===== src/rtl/uart_phase_cmd_pkg.sv =====
// Shared constants, error codes and parser states for the UART phase-shift command parser.
package uart_phase_cmd_pkg;

    localparam logic [7:0] ASCII_ZERO = 8'h30;
    localparam logic [7:0] ASCII_ONE  = 8'h31;
    localparam logic [7:0] ASCII_NINE = 8'h39;
    localparam logic [7:0] ASCII_S    = 8'h53;

    typedef enum logic [2:0] {
        ERR_NONE      = 3'd0,
        ERR_BAD_CHAN  = 3'd1,
        ERR_BAD_DIR   = 3'd2,
        ERR_BAD_DIGIT = 3'd3,
        ERR_OVERFLOW  = 3'd4,
        ERR_EMPTY     = 3'd5,
        ERR_OVERRUN   = 3'd6,
        ERR_TIMEOUT   = 3'd7
    } err_code_t;

    typedef enum logic [2:0] {
        ST_IDLE   = 3'd0,
        ST_DIR    = 3'd1,
        ST_DIGITS = 3'd2,
        ST_DRAIN  = 3'd3,
        ST_HOLD   = 3'd4
    } state_t;

    function automatic logic is_ascii_digit(input logic [7:0] b);
        return (b >= ASCII_ZERO) && (b <= ASCII_NINE);
    endfunction

endpackage


===== src/rtl/uart_phase_cmd_parser_if.sv =====
// Byte-input and command-output bundle of the phase command parser.
interface uart_phase_cmd_parser_if #(
    parameter int PLL_W     = 1,
    parameter int CNT_SEL_W = 3,
    parameter int COUNT_W   = 8
);
    logic [7:0]           i_rx_data;
    logic                 i_rx_ready;
    logic                 i_cmd_ready;
    logic                 o_cmd_valid;
    logic [PLL_W-1:0]     o_cmd_pll;
    logic [CNT_SEL_W-1:0] o_cmd_counter;
    logic                 o_cmd_updown;
    logic [COUNT_W-1:0]   o_cmd_periods;
    logic                 o_err;
    logic [2:0]           o_err_code;
    logic                 o_busy;

    modport master (
        output i_rx_data, i_rx_ready, i_cmd_ready,
        input  o_cmd_valid, o_cmd_pll, o_cmd_counter, o_cmd_updown, o_cmd_periods,
        input  o_err, o_err_code, o_busy
    );

    modport slave (
        input  i_rx_data, i_rx_ready, i_cmd_ready,
        output o_cmd_valid, o_cmd_pll, o_cmd_counter, o_cmd_updown, o_cmd_periods,
        output o_err, o_err_code, o_busy
    );
endinterface


===== src/rtl/uart_dec_accum.sv =====
// Decimal accumulator: digit check, acc*10+d step with overflow detection, digit-seen flag.
module uart_dec_accum
    import uart_phase_cmd_pkg::*;
#(
    parameter int COUNT_W = 8
) (
    input  logic               clk,
    input  logic               rst,
    input  logic               clear,
    input  logic               step,
    input  logic [7:0]         data,
    output logic               digit,
    output logic               overflow,
    output logic [COUNT_W-1:0] acc,
    output logic               seen
);
    // Four guard bits hold acc*10+9 for any acc that still fits COUNT_W bits.
    localparam int WIDE_W = COUNT_W + 4;

    logic [7:0]        digit_val_s;
    logic [WIDE_W-1:0] next_s;

    assign digit       = is_ascii_digit(data);
    assign digit_val_s = data - ASCII_ZERO;
    assign next_s      = ({4'd0, acc} * WIDE_W'(4'd10)) + WIDE_W'(digit_val_s);
    assign overflow    = |next_s[WIDE_W-1:COUNT_W];

    // Accumulator and digit-seen register.
    always_ff @(posedge clk) begin
        if (rst) begin
            acc  <= {COUNT_W{1'b0}};
            seen <= 1'b0;
        end else if (clear) begin
            acc  <= {COUNT_W{1'b0}};
            seen <= 1'b0;
        end else if (step && digit) begin
            acc  <= next_s[COUNT_W-1:0];
            seen <= 1'b1;
        end
    end

endmodule


===== src/rtl/uart_phase_cmd_parser.sv =====
// Parses "CH DIR D..D S" ASCII frames from the UART receiver into phase-step commands
// with valid/ready hand-off, error reporting, resync on 'S' and an optional inter-byte timeout.
module uart_phase_cmd_parser
    import uart_phase_cmd_pkg::*;
#(
    parameter int NUM_PLLS       = 2,
    parameter int CHANS_PER_PLL  = 4,
    parameter int CNT_SEL_W      = 3,
    parameter int COUNTER_OFFSET = 2,
    parameter int COUNT_W        = 8,
    parameter int TIMEOUT_CYCLES = 0
) (
    input  logic                    i_clk,
    input  logic                    i_rst,
    uart_phase_cmd_parser_if.slave  bus
);
    localparam int PLL_W  = (NUM_PLLS > 1) ? $clog2(NUM_PLLS) : 1;
    localparam int NUM_CH = NUM_PLLS * CHANS_PER_PLL;
    localparam int TMO_W  = (TIMEOUT_CYCLES > 2) ? $clog2(TIMEOUT_CYCLES) : 1;
    localparam logic [TMO_W-1:0] TMO_LAST = TMO_W'((TIMEOUT_CYCLES > 0) ? TIMEOUT_CYCLES - 1 : 0);

    state_t               state_r;
    logic                 rx_prev_r;
    logic [TMO_W-1:0]     tmo_cnt_r;
    logic [PLL_W-1:0]     pll_lat_r;
    logic [CNT_SEL_W-1:0] cnt_lat_r;
    logic                 updown_lat_r;

    logic                 byte_ev_s;
    logic                 is_s_s;
    logic [7:0]           chan_s;
    logic                 chan_ok_s;
    logic [PLL_W-1:0]     ch_pll_s;
    logic [CNT_SEL_W-1:0] ch_cnt_s;
    logic                 dir_ok_s;
    logic                 counting_s;
    logic                 tmo_fire_s;
    logic                 acc_clear_s;
    logic                 acc_step_s;
    logic                 acc_digit_s;
    logic                 acc_ovf_s;
    logic [COUNT_W-1:0]   acc_val_s;
    logic                 acc_seen_s;

    assign byte_ev_s  = bus.i_rx_ready && !rx_prev_r;
    assign is_s_s     = (bus.i_rx_data == ASCII_S);
    assign chan_s     = bus.i_rx_data - ASCII_ZERO;
    assign chan_ok_s  = (bus.i_rx_data >= ASCII_ZERO) && (32'(chan_s) < 32'(NUM_CH));
    assign ch_pll_s   = PLL_W'(32'(chan_s) / 32'(CHANS_PER_PLL));
    assign ch_cnt_s   = CNT_SEL_W'((32'(chan_s) % 32'(CHANS_PER_PLL)) + 32'(COUNTER_OFFSET));
    assign dir_ok_s   = (bus.i_rx_data == ASCII_ZERO) || (bus.i_rx_data == ASCII_ONE);

    // The timeout only runs while a frame is partially received; HOLD waits on the sequencer.
    assign counting_s = (state_r == ST_DIR) || (state_r == ST_DIGITS) || (state_r == ST_DRAIN);
    assign tmo_fire_s = (TIMEOUT_CYCLES != 0) && counting_s && (tmo_cnt_r == TMO_LAST) && !byte_ev_s;

    assign acc_clear_s = (state_r == ST_DIR) && byte_ev_s && dir_ok_s;
    assign acc_step_s  = (state_r == ST_DIGITS) && byte_ev_s;
    assign bus.o_busy  = (state_r != ST_IDLE);

    uart_dec_accum #(
        .COUNT_W (COUNT_W)
    ) u_accum (
        .clk      (i_clk),
        .rst      (i_rst),
        .clear    (acc_clear_s),
        .step     (acc_step_s),
        .data     (bus.i_rx_data),
        .digit    (acc_digit_s),
        .overflow (acc_ovf_s),
        .acc      (acc_val_s),
        .seen     (acc_seen_s)
    );

    // Frame FSM with edge detector, timeout counter and registered command/error outputs.
    always_ff @(posedge i_clk) begin
        if (i_rst) begin
            state_r           <= ST_IDLE;
            rx_prev_r         <= 1'b0;
            tmo_cnt_r         <= {TMO_W{1'b0}};
            pll_lat_r         <= {PLL_W{1'b0}};
            cnt_lat_r         <= {CNT_SEL_W{1'b0}};
            updown_lat_r      <= 1'b0;
            bus.o_cmd_valid   <= 1'b0;
            bus.o_cmd_pll     <= {PLL_W{1'b0}};
            bus.o_cmd_counter <= {CNT_SEL_W{1'b0}};
            bus.o_cmd_updown  <= 1'b0;
            bus.o_cmd_periods <= {COUNT_W{1'b0}};
            bus.o_err         <= 1'b0;
            bus.o_err_code    <= ERR_NONE;
        end else begin
            rx_prev_r <= bus.i_rx_ready;
            bus.o_err <= 1'b0;

            if (byte_ev_s) begin
                tmo_cnt_r <= {TMO_W{1'b0}};
            end else if (counting_s && (tmo_cnt_r != TMO_LAST)) begin
                tmo_cnt_r <= tmo_cnt_r + TMO_W'(1'b1);
            end

            case (state_r)
                ST_IDLE: begin
                    if (byte_ev_s && !is_s_s) begin
                        if (chan_ok_s) begin
                            pll_lat_r <= ch_pll_s;
                            cnt_lat_r <= ch_cnt_s;
                            state_r   <= ST_DIR;
                        end else begin
                            bus.o_err      <= 1'b1;
                            bus.o_err_code <= ERR_BAD_CHAN;
                            state_r        <= ST_DRAIN;
                        end
                    end
                end
                ST_DIR: begin
                    if (byte_ev_s) begin
                        if (dir_ok_s) begin
                            updown_lat_r <= bus.i_rx_data[0];
                            state_r      <= ST_DIGITS;
                        end else if (is_s_s) begin
                            bus.o_err      <= 1'b1;
                            bus.o_err_code <= ERR_EMPTY;
                            state_r        <= ST_IDLE;
                        end else begin
                            bus.o_err      <= 1'b1;
                            bus.o_err_code <= ERR_BAD_DIR;
                            state_r        <= ST_DRAIN;
                        end
                    end else if (tmo_fire_s) begin
                        bus.o_err      <= 1'b1;
                        bus.o_err_code <= ERR_TIMEOUT;
                        state_r        <= ST_IDLE;
                    end
                end
                ST_DIGITS: begin
                    if (byte_ev_s) begin
                        if (acc_digit_s) begin
                            if (acc_ovf_s) begin
                                bus.o_err      <= 1'b1;
                                bus.o_err_code <= ERR_OVERFLOW;
                                state_r        <= ST_DRAIN;
                            end
                        end else if (is_s_s) begin
                            if (acc_seen_s && (acc_val_s != {COUNT_W{1'b0}})) begin
                                bus.o_cmd_valid   <= 1'b1;
                                bus.o_cmd_pll     <= pll_lat_r;
                                bus.o_cmd_counter <= cnt_lat_r;
                                bus.o_cmd_updown  <= updown_lat_r;
                                bus.o_cmd_periods <= acc_val_s;
                                state_r           <= ST_HOLD;
                            end else begin
                                bus.o_err      <= 1'b1;
                                bus.o_err_code <= ERR_EMPTY;
                                state_r        <= ST_IDLE;
                            end
                        end else begin
                            bus.o_err      <= 1'b1;
                            bus.o_err_code <= ERR_BAD_DIGIT;
                            state_r        <= ST_DRAIN;
                        end
                    end else if (tmo_fire_s) begin
                        bus.o_err      <= 1'b1;
                        bus.o_err_code <= ERR_TIMEOUT;
                        state_r        <= ST_IDLE;
                    end
                end
                ST_DRAIN: begin
                    if (byte_ev_s && is_s_s) begin
                        state_r <= ST_IDLE;
                    end else if (tmo_fire_s) begin
                        bus.o_err      <= 1'b1;
                        bus.o_err_code <= ERR_TIMEOUT;
                        state_r        <= ST_IDLE;
                    end
                end
                ST_HOLD: begin
                    if (byte_ev_s) begin
                        bus.o_err      <= 1'b1;
                        bus.o_err_code <= ERR_OVERRUN;
                    end
                    if (bus.i_cmd_ready) begin
                        bus.o_cmd_valid <= 1'b0;
                        state_r         <= ST_IDLE;
                    end
                end
                default: begin
                    bus.o_cmd_valid <= 1'b0;
                    state_r         <= ST_IDLE;
                end
            endcase
        end
    end

endmodule


===== src/flat_wrapper.sv =====
// flat-port wrapper written by rule: the top's interface ports become plain ports
module uart_phase_cmd_parser_flat import uart_phase_cmd_pkg::*;
#(
    parameter int NUM_PLLS       = 2,
    parameter int CHANS_PER_PLL  = 4,
    parameter int CNT_SEL_W      = 3,
    parameter int COUNTER_OFFSET = 2,
    parameter int COUNT_W        = 8,
    parameter int TIMEOUT_CYCLES = 0
)
  (i_clk, i_rst, bus_i_rx_data, bus_i_rx_ready, bus_i_cmd_ready, bus_o_cmd_valid, bus_o_cmd_pll, bus_o_cmd_counter, bus_o_cmd_updown, bus_o_cmd_periods, bus_o_err, bus_o_err_code, bus_o_busy);
  uart_phase_cmd_parser_if #(.PLL_W(1), .CNT_SEL_W(CNT_SEL_W), .COUNT_W(COUNT_W)) bus_i ();
  input  logic i_clk;
  input  logic i_rst;
  input wire logic [$bits(bus_i.i_rx_data)-1:0] bus_i_rx_data;
  input wire logic [$bits(bus_i.i_rx_ready)-1:0] bus_i_rx_ready;
  input wire logic [$bits(bus_i.i_cmd_ready)-1:0] bus_i_cmd_ready;
  output wire logic [$bits(bus_i.o_cmd_valid)-1:0] bus_o_cmd_valid;
  output wire logic [$bits(bus_i.o_cmd_pll)-1:0] bus_o_cmd_pll;
  output wire logic [$bits(bus_i.o_cmd_counter)-1:0] bus_o_cmd_counter;
  output wire logic [$bits(bus_i.o_cmd_updown)-1:0] bus_o_cmd_updown;
  output wire logic [$bits(bus_i.o_cmd_periods)-1:0] bus_o_cmd_periods;
  output wire logic [$bits(bus_i.o_err)-1:0] bus_o_err;
  output wire logic [$bits(bus_i.o_err_code)-1:0] bus_o_err_code;
  output wire logic [$bits(bus_i.o_busy)-1:0] bus_o_busy;
  assign bus_i.i_rx_data = bus_i_rx_data;
  assign bus_i.i_rx_ready = bus_i_rx_ready;
  assign bus_i.i_cmd_ready = bus_i_cmd_ready;
  assign bus_o_cmd_valid = bus_i.o_cmd_valid;
  assign bus_o_cmd_pll = bus_i.o_cmd_pll;
  assign bus_o_cmd_counter = bus_i.o_cmd_counter;
  assign bus_o_cmd_updown = bus_i.o_cmd_updown;
  assign bus_o_cmd_periods = bus_i.o_cmd_periods;
  assign bus_o_err = bus_i.o_err;
  assign bus_o_err_code = bus_i.o_err_code;
  assign bus_o_busy = bus_i.o_busy;
  uart_phase_cmd_parser #(.NUM_PLLS(NUM_PLLS), .CHANS_PER_PLL(CHANS_PER_PLL), .CNT_SEL_W(CNT_SEL_W), .COUNTER_OFFSET(COUNTER_OFFSET), .COUNT_W(COUNT_W), .TIMEOUT_CYCLES(TIMEOUT_CYCLES)) u_core (.i_clk(i_clk), .i_rst(i_rst), .bus(bus_i));
endmodule

===== config.mk =====
export PLATFORM = sky130hd
export DESIGN_NAME = uart_phase_cmd_parser_flat
export DESIGN_NICKNAME = d
export VERILOG_FILES = /design/src/rtl/uart_phase_cmd_pkg.sv /design/src/rtl/uart_phase_cmd_parser_if.sv /design/src/rtl/uart_dec_accum.sv /design/src/rtl/uart_phase_cmd_parser.sv /design/src/flat_wrapper.sv
export SDC_FILE = /design/constraint.sdc
export NUM_CORES = 1
export LEC_CHECK = 0
export ABC_AREA = 0
export BUFFER_PORTS_ARGS = -buffer_cell sky130_fd_sc_hd__buf_4
export CORE_MARGIN = 2
export CORE_UTILIZATION = 43
export CTS_CLUSTER_SIZE = 30
export DETAILED_ROUTE_END_ITERATION = 10
export PLACE_DENSITY_LB_ADDON = 0.3
export SETUP_SLACK_MARGIN = 0.3
export SLEW_MARGIN = 20
export SYNTH_ARGS = -nofsm -noshare
export SYNTH_HDL_FRONTEND = slang
export SYNTH_SLANG_ARGS = --single-unit

===== constraint.sdc =====
create_clock -name i_clk -period 3.1 [get_ports i_clk]
set_input_delay 0.155 -clock i_clk [delete_from_list [all_inputs] [get_ports i_clk]]
set_output_delay 0.155 -clock i_clk [all_outputs]
set_load 0.01 [all_outputs]

======== After elaboration in Yosys (flattened, before gate mapping) ========
Index checks and enable logic that the tools add are counted.
word-level totals
  register bits after elaboration ......... 36
  input bits .............................. 12
cells by class
  add/sub/neg operators ................... 3
  multipliers ............................. 1
  order comparisons ....................... 3
  eq/ne operators ......................... 20
  multiplexer cells ....................... 42
  bitwise logic cells ..................... 2
  reductions and logical operators ........ 26
operator list
  cell                  number
  $mux 3                21
  $eq 8x6->1 const B    2
  $mux 1                15
  $pmux 3 s5            1
  $add 12x8->12         1
  $ne 2x2->1 const B    6
  $pmux 3 s4            1
  $reduce_and 6->1      2
  $mul 8x3->11 const B  1
  $logic_and 1x1->1     10
  $ne 2x1->1 const B    5
  $reduce_and 9->1      1
  $eq 8x7->1 const B    1
  $ge 8x6->1 const B    1
  $le 8x6->1 const B    1
  $lt 8x4->1 const B    1
  $reduce_bool 8->1     1
  $sub 8x6->8 const B   1
  $eq 3x2->1 const B    2
  $reduce_and 3->1      2
  $reduce_and 5->1      1
  $mux 2                2
  $ne 4x4->1 const B    1
  $pmux 1 s4            1
  other kinds (14)      16

======== Logic depth before layout (Yosys ltp) ========
  depth after elaboration ................. 7
  mapped depth ............................ 14
  depth with buffers taken out ............ 14

======== Modules after synthesis ========
A second synthesis with hierarchy kept.
unflattened totals
  cell total of the unflattened synthesis .. 272
  area, all modules ....................... 2,379.8 um^2
modules (own cells, without submodules)
  module                 times used  cells each  area an instance (um^2)  seq. area each (um^2)
  uart_phase_cmd_parser  1           155         1,385.1                  540.5
  uart_dec_accum         1           117         994.7                    180.2

======== Least setup slack after synthesis ========
OpenSTA, ideal clock, no wires.
  path type ............................... register to register
  start point ............................. reg u_core.u_accum.acc[1]
  end point ............................... reg u_core.bus.o_err
  data arrival time ....................... 3.157 ns
  data required time ...................... 3.000 ns
  slack ................................... -0.156 ns
  cell stages (with the launch flop) ...... 15
  period minus slack after synthesis ...... 3.256 ns
  path through ............................ dfxtp_1 > ha_1 > ha_1 > inv_1 > fa_1 > inv_1 > ha_1 > and3_1 > a22oi_1 > a21oi_1 > xnor2_1 > or4_1 > nor2_1 > or4b_4 > a2111oi_4
on the way
  cells in the longest elaborated chain, start to end .. 7
ends and longest elaborated chain
  element                                             line                                                        source
  from (decl)                                         uart_dec_accum.sv:14                                        output logic [COUNT_W-1:0] acc,
  from (signal assigned)                              uart_dec_accum.sv:31                                        acc <= {COUNT_W{1'b0}};
  from (signal assigned)                              uart_dec_accum.sv:34                                        acc <= {COUNT_W{1'b0}};
  from (signal assigned)                              uart_dec_accum.sv:37                                        acc <= next_s[COUNT_W-1:0];
  $mul 8x3->11 or $reduce_bool 8->1 (tied branches)   uart_dec_accum.sv:25, uart_phase_cmd_parser.sv:144
  $add 12x8->12 or $logic_and 1x1->1 (tied branches)  uart_dec_accum.sv:25, uart_phase_cmd_parser.sv:144
  $reduce_or 4->1 or $mux 1 (tied branches)           uart_dec_accum.sv:26, uart_phase_cmd_parser.sv:144
  $mux 1, on equally long branches                    uart_phase_cmd_parser.sv:138, uart_phase_cmd_parser.sv:143
  $mux 1 *                                            uart_phase_cmd_parser.sv:137                                if (acc_digit_s) begin
  $mux 1 *                                            uart_phase_cmd_parser.sv:136                                if (byte_ev_s) begin
  $pmux 1 s4 *                                        uart_phase_cmd_parser.sv:101                                case (state_r)
  to (signal assigned)                                uart_phase_cmd_parser.sv:109                                bus.o_err <= 1'b1;
  to (signal assigned)                                uart_phase_cmd_parser.sv:139                                bus.o_err <= 1'b1;
  to (signal assigned)                                uart_phase_cmd_parser.sv:152                                bus.o_err <= 1'b1;
  to (decl)                                           uart_phase_cmd_parser_if.sv:28                              output o_err, o_err_code, o_busy
Every way passes the cells marked *; elsewhere a longest branch is shown, timed or not.
A chain may end at the register's enable or synchronous reset.

======== Worst setup path in the final report ========
Same ends and word-level chain as after synthesis.

==> run summary <==
The cell leakage power came out at 1.30 nW. The deepest clock path buffer count is 2. The data required time of the critical path is roughly 3300 ps. The number of fillers in the final layout is 515. The max-slew violation total from the final report came out at 0.

In this run, synthesis inferred 0 flip-flops with an integrated enable. The number of setup violations in the final report came out at 7. Summing the areas of all fa, ha and maj instances in the mapped netlist gives 12.9% of the synthesized area.

The weighted congestion at the end of routability-driven global placement came out at 0.855. Detailed placement ended at an HPWL of 4500 µm. Cells fill 56.7% of the core in the end. The total number of H-tree levels is 2. STA classifies the critical path endpoint as a flip-flop. The area growth from synthesis to final layout is 27.5%. The net count of the finished layout is 369. The checks that failed: setup timing. The standard cell area after detailed placement is 2940 µm².

The arrival time at the worst endpoint is 3460 ps. The critical path goes through ha_4, ha_4, inv_2, fa_2, inv_2, ha_4, and3_4, a22oi_2, a21oi_2, xnor2_1, or4_4, nor2_4, or4b_4, a2111oi_4. The row count came out at 27. The total vias in the final route is around 2,200. Summing the areas of all xor and xnor instances in the mapped netlist gives under 10% of the synthesized area. The x dimension of the die is 79.2 µm. Of the total synthesized cell area, the portion taken by AND, OR, NAND and NOR gates is 23.0%. The total nets after synthesis is 322.

The cell area after synthesis is 2430 µm². By area, the combinational part of the netlist is dominated by simple AND/OR/NAND/NOR gates. The routed wirelength normalized by instance count came out at 14.8 µm. The residual overflow from global routing is 0.

In this run, flip-flops and latches consume 46.0% of the power. The count of port buffers added during placement came out at 30. The critical path's largest stage delay is approximately 520 ps.

The count of antenna diodes in the layout came out at 0. The slowest stage of the critical path is the sky130_fd_sc_hd__fa_2 cell. The gate count of the mapped netlist is ~290.

The max capacitance violation total is 0. The classification of the worst-slack hold path is in2reg. The DRC violation count after routing is 0. Summed over all failing endpoints, the final setup total negative slack is -867 ps.

The maximum resistive drop on vdd is between 0.2 and 0.3 mV. The total power consumption of the routed design is 1.10 mW. The aggregate global-route resource usage came out at 20.2%. The critical path launch point type is a flip-flop. The fraction of power consumed by the clock network came out at between 30% and 40%. Setup repair after global routing could not meet its margin everywhere.

The least setup slack across all paths after layout came out at -159 ps. The tree is rooted in a sky130_fd_sc_hd__clkbuf_8. The number of iterations in the first detailed-routing pass is 4. The achievable clock frequency came out at 307 MHz. The transition time at the pin with the least slew margin is 785 ps.

The wire length of the first global-routing pass is 10,100 µm. The clock-pin slew on the worst setup and hold paths is 80 ps. The number of unique standard cell types used by synthesis came out at 51. The cell internal power dissipation is 763 µW. The final design area excluding fillers is around 3100 µm². The share of power burned in combinational logic came out at 23.3%. The tree built by TritonCTS fans out to 36 sinks. In this design, the largest share of critical-path delay is due to adder cells. Summing the areas of all compound-gate instances in the mapped netlist gives about 18% of the synthesized area. The routed design could run at a clock period as short as 3260 ps. The overall die height came out at 79.2 µm. The area share of the largest cell type after synthesis is ~30%. The post-route clock period utilization came out at 105%. Sorting the synthesized cells by area gives the leading types as sky130_fd_sc_hd__dfxtp_1 30%, sky130_fd_sc_hd__ha_1 11%, sky130_fd_sc_hd__mux2i_1 8.2%, sky130_fd_sc_hd__nor2_1 5.2%, sky130_fd_sc_hd__a21oi_1 4.5%. The leading register cell type out of synthesis is sky130_fd_sc_hd__dfxtp_1. The initial antenna violation count came out at 0. The cell occurring most often along the worst timing path is sky130_fd_sc_hd__ha_4. Cells with a size suffix above 1 make up between 20% and 30% of the layout. The critical path in this run is classified as reg2reg. The via count of the first global-routing pass was 2,123. The first-iteration detailed-routing DRC count is ~130.

The critical-path maximum fanout is 4. The fraction of the yosys area taken by sequential cells is a little under 30%. Entering global routing, the biggest net connects 28 pins. The yosys synthesis warning count came out at 0. The clock buffer count from CTS came out at 5. The flow ran to the end, but the final reports show violations. The wire length reported by the detailed router is 6030 µm. The multiplexer area fraction after synthesis came out at 8.69%. For this run, asynchronously set or reset flops after synthesis account for 0%.

TritonCTS built the clock tree. After floorplanning, the core was sized to cover 5470 µm². The synthesized design spends more area on one cell type than any other, namely sky130_fd_sc_hd__dfxtp_1. The post-route clock skew is approximately 4.5 ps. The max-slew headroom at the worst pin came out at 47.6%. The number of buffer and inverter instances along the worst setup path is 2. The hold violation total from the final report is 0. The power per unit of standard cell area came out at 355 nW/µm².

The number of top-level pins is 31. The average instance area after synthesis is 8.48 µm². The switching part of the total is 30.7%. After detailed routing, the number of vias per cell comes to 5.47. The clock latency on the worst-skew pair is 290 ps. In this run the remaining antenna-violating nets after routing total 0. The die covers between 6000 and 7000 µm². Synthesis inferred 36 register bits. The effective utilization at floorplan is 44.4%. The analysis attributes to net switching a power of 338 µW.
==> cells in the mapped netlist, types with 2 or more instances <==
master                      count
sky130_fd_sc_hd__inv_1         14
sky130_fd_sc_hd__dfxtp_1       36
sky130_fd_sc_hd__o31ai_1        3
sky130_fd_sc_hd__nand2b_1       4
sky130_fd_sc_hd__or3_1          4
sky130_fd_sc_hd__and3_1         3
sky130_fd_sc_hd__fa_1           2
sky130_fd_sc_hd__clkbuf_1       9
sky130_fd_sc_hd__nand2_1       27
sky130_fd_sc_hd__nand3b_1       2
sky130_fd_sc_hd__nor4_2         2
sky130_fd_sc_hd__nand3_1        7
sky130_fd_sc_hd__nor4b_1        2
sky130_fd_sc_hd__xnor2_1        9
sky130_fd_sc_hd__nor2b_1        5
sky130_fd_sc_hd__nor2_1        34
sky130_fd_sc_hd__a2111oi_4      2
sky130_fd_sc_hd__mux2i_1       20
sky130_fd_sc_hd__o21ai_1        2
sky130_fd_sc_hd__ha_1          21
sky130_fd_sc_hd__xor2_1         2
sky130_fd_sc_hd__o21a_1         2
sky130_fd_sc_hd__a21oi_1       22
sky130_fd_sc_hd__o21ai_0        9
sky130_fd_sc_hd__o211a_1        4
sky130_fd_sc_hd__nor4_1         7
sky130_fd_sc_hd__nor3_1         6
sky130_fd_sc_hd__a31oi_1        2
sky130_fd_sc_hd__a21o_1         3
==> power by group through the flow <==
stage	registers (mW)	logic, mW	clock network [mW]
2_1_floorplan	0.507	0.172	0
3_3_place_gp	0.515	0.241	0
3_5_place_dp	0.516	0.244	0
4_1_cts	0.505	0.253	0.348
5_1_grt	0.509	0.281	0.364
6_report	0.506	0.257	0.337
==> final cells by class <==
type / instances / area [µm²] / area share (%)
inverters: 14 / 52.6 / 1.69
multi-input cells: 226 / 1760 / 56.9
flip-flops and latches: 36 / 727 / 23.4
well taps: 72 / 90.1 / 2.90
repair buffers: 51 / 383 / 12.3
clock buffers: 7 / 76.3 / 2.46
clock inverters: 1 / 8.76 / 0.282
==> sequential cells by signal (all words and copies together) (netlist names) <==
| name | count |
|---|---|
| u_core.bus.o_cmd_valid | 1 |
| u_core.bus.o_cmd_pll | 1 |
| u_core.bus.o_cmd_updown | 1 |
| u_core.bus.o_cmd_counter | 3 |
| u_core.updown_lat_r | 1 |
| u_core.rx_prev_r | 1 |
| u_core.pll_lat_r | 1 |
| u_core.state_r | 3 |
| u_core.bus.o_cmd_periods | 8 |
| u_core.cnt_lat_r | 3 |
| u_core.bus.o_err | 1 |
| u_core.u_accum.seen | 1 |
| u_core.bus.o_err_code | 3 |
| u_core.u_accum.acc | 8 |
==> per-layer routing <==
metal / vias to the layer above / GRT usage (%) / wire length (µm)
met1: 1044 / 26.3 / 2710
met3: 5 / 3.86 / 252
met5: - / 0 / 0
met4: 0 / 4.66 / 40
li1: 1131 / - / -
met2: 46 / 34.4 / 3030
==> stage by stage <==
step	setup WS [ps]	hold WS (ps)	std cells
finish	-159	89.6	407
floorplan	-88.9	245	287
global placement	-214	386	398
global route	-284	92.6	407
CTS	-196	87.2	407
detailed placement	-259	389	398
==> logic make-up after synthesis <==
logic type | Yosys count
flops | 36
buf+inv | 25
xor+xnor | 11
fa+ha+maj | 24
mux | 21
simple gates | 109
compound gates | 61
==> final timing paths <==
kind	from	slack [ps]	cells after the start	end
setup / recovery	u_core.u_accum.acc[1]$_SDFFE_PP0P_	-160	14	u_core.bus.o_err$_SDFF_PP0_
hold / removal	bus_i_rx_ready	90	2	u_core.rx_prev_r$_SDFF_PP0_
setup reg to reg	u_core.u_accum.acc[1]$_SDFFE_PP0P_	-160	14	u_core.bus.o_err$_SDFF_PP0_
hold reg to reg	u_core.bus.o_err_code[1]$_SDFFE_PP0P_	470	2	u_core.bus.o_err_code[1]$_SDFFE_PP0P_
==> placed cells by master, fill, tap and decap left out, types with 3 or more instances in the layout <==
cell type / n
sky130_fd_sc_hd__nor2b_1: 5
sky130_fd_sc_hd__a21oi_1: 20
sky130_fd_sc_hd__dfxtp_1: 33
sky130_fd_sc_hd__nand2b_1: 4
sky130_fd_sc_hd__o21ai_0: 8
sky130_fd_sc_hd__or3_1: 4
sky130_fd_sc_hd__clkbuf_8: 5
sky130_fd_sc_hd__xnor2_1: 9
sky130_fd_sc_hd__mux2i_1: 20
sky130_fd_sc_hd__buf_4: 51
sky130_fd_sc_hd__nand3_1: 7
sky130_fd_sc_hd__nor3_1: 4
sky130_fd_sc_hd__o211a_1: 3
sky130_fd_sc_hd__nor4_1: 7
sky130_fd_sc_hd__inv_1: 12
sky130_fd_sc_hd__a21o_1: 3
sky130_fd_sc_hd__o21ai_1: 3
sky130_fd_sc_hd__ha_4: 5
sky130_fd_sc_hd__nor2_1: 32
sky130_fd_sc_hd__ha_1: 15
sky130_fd_sc_hd__nand2_1: 27
==> what timing repair did <==
item,4_1_cts,5_1_grt
hold buffers,0,0
endpoints found under the setup margin,7,7
buffers inserted,1,0
pin swaps,4,8
resized for setup,6,6
(Power assumes the default switching activity.)
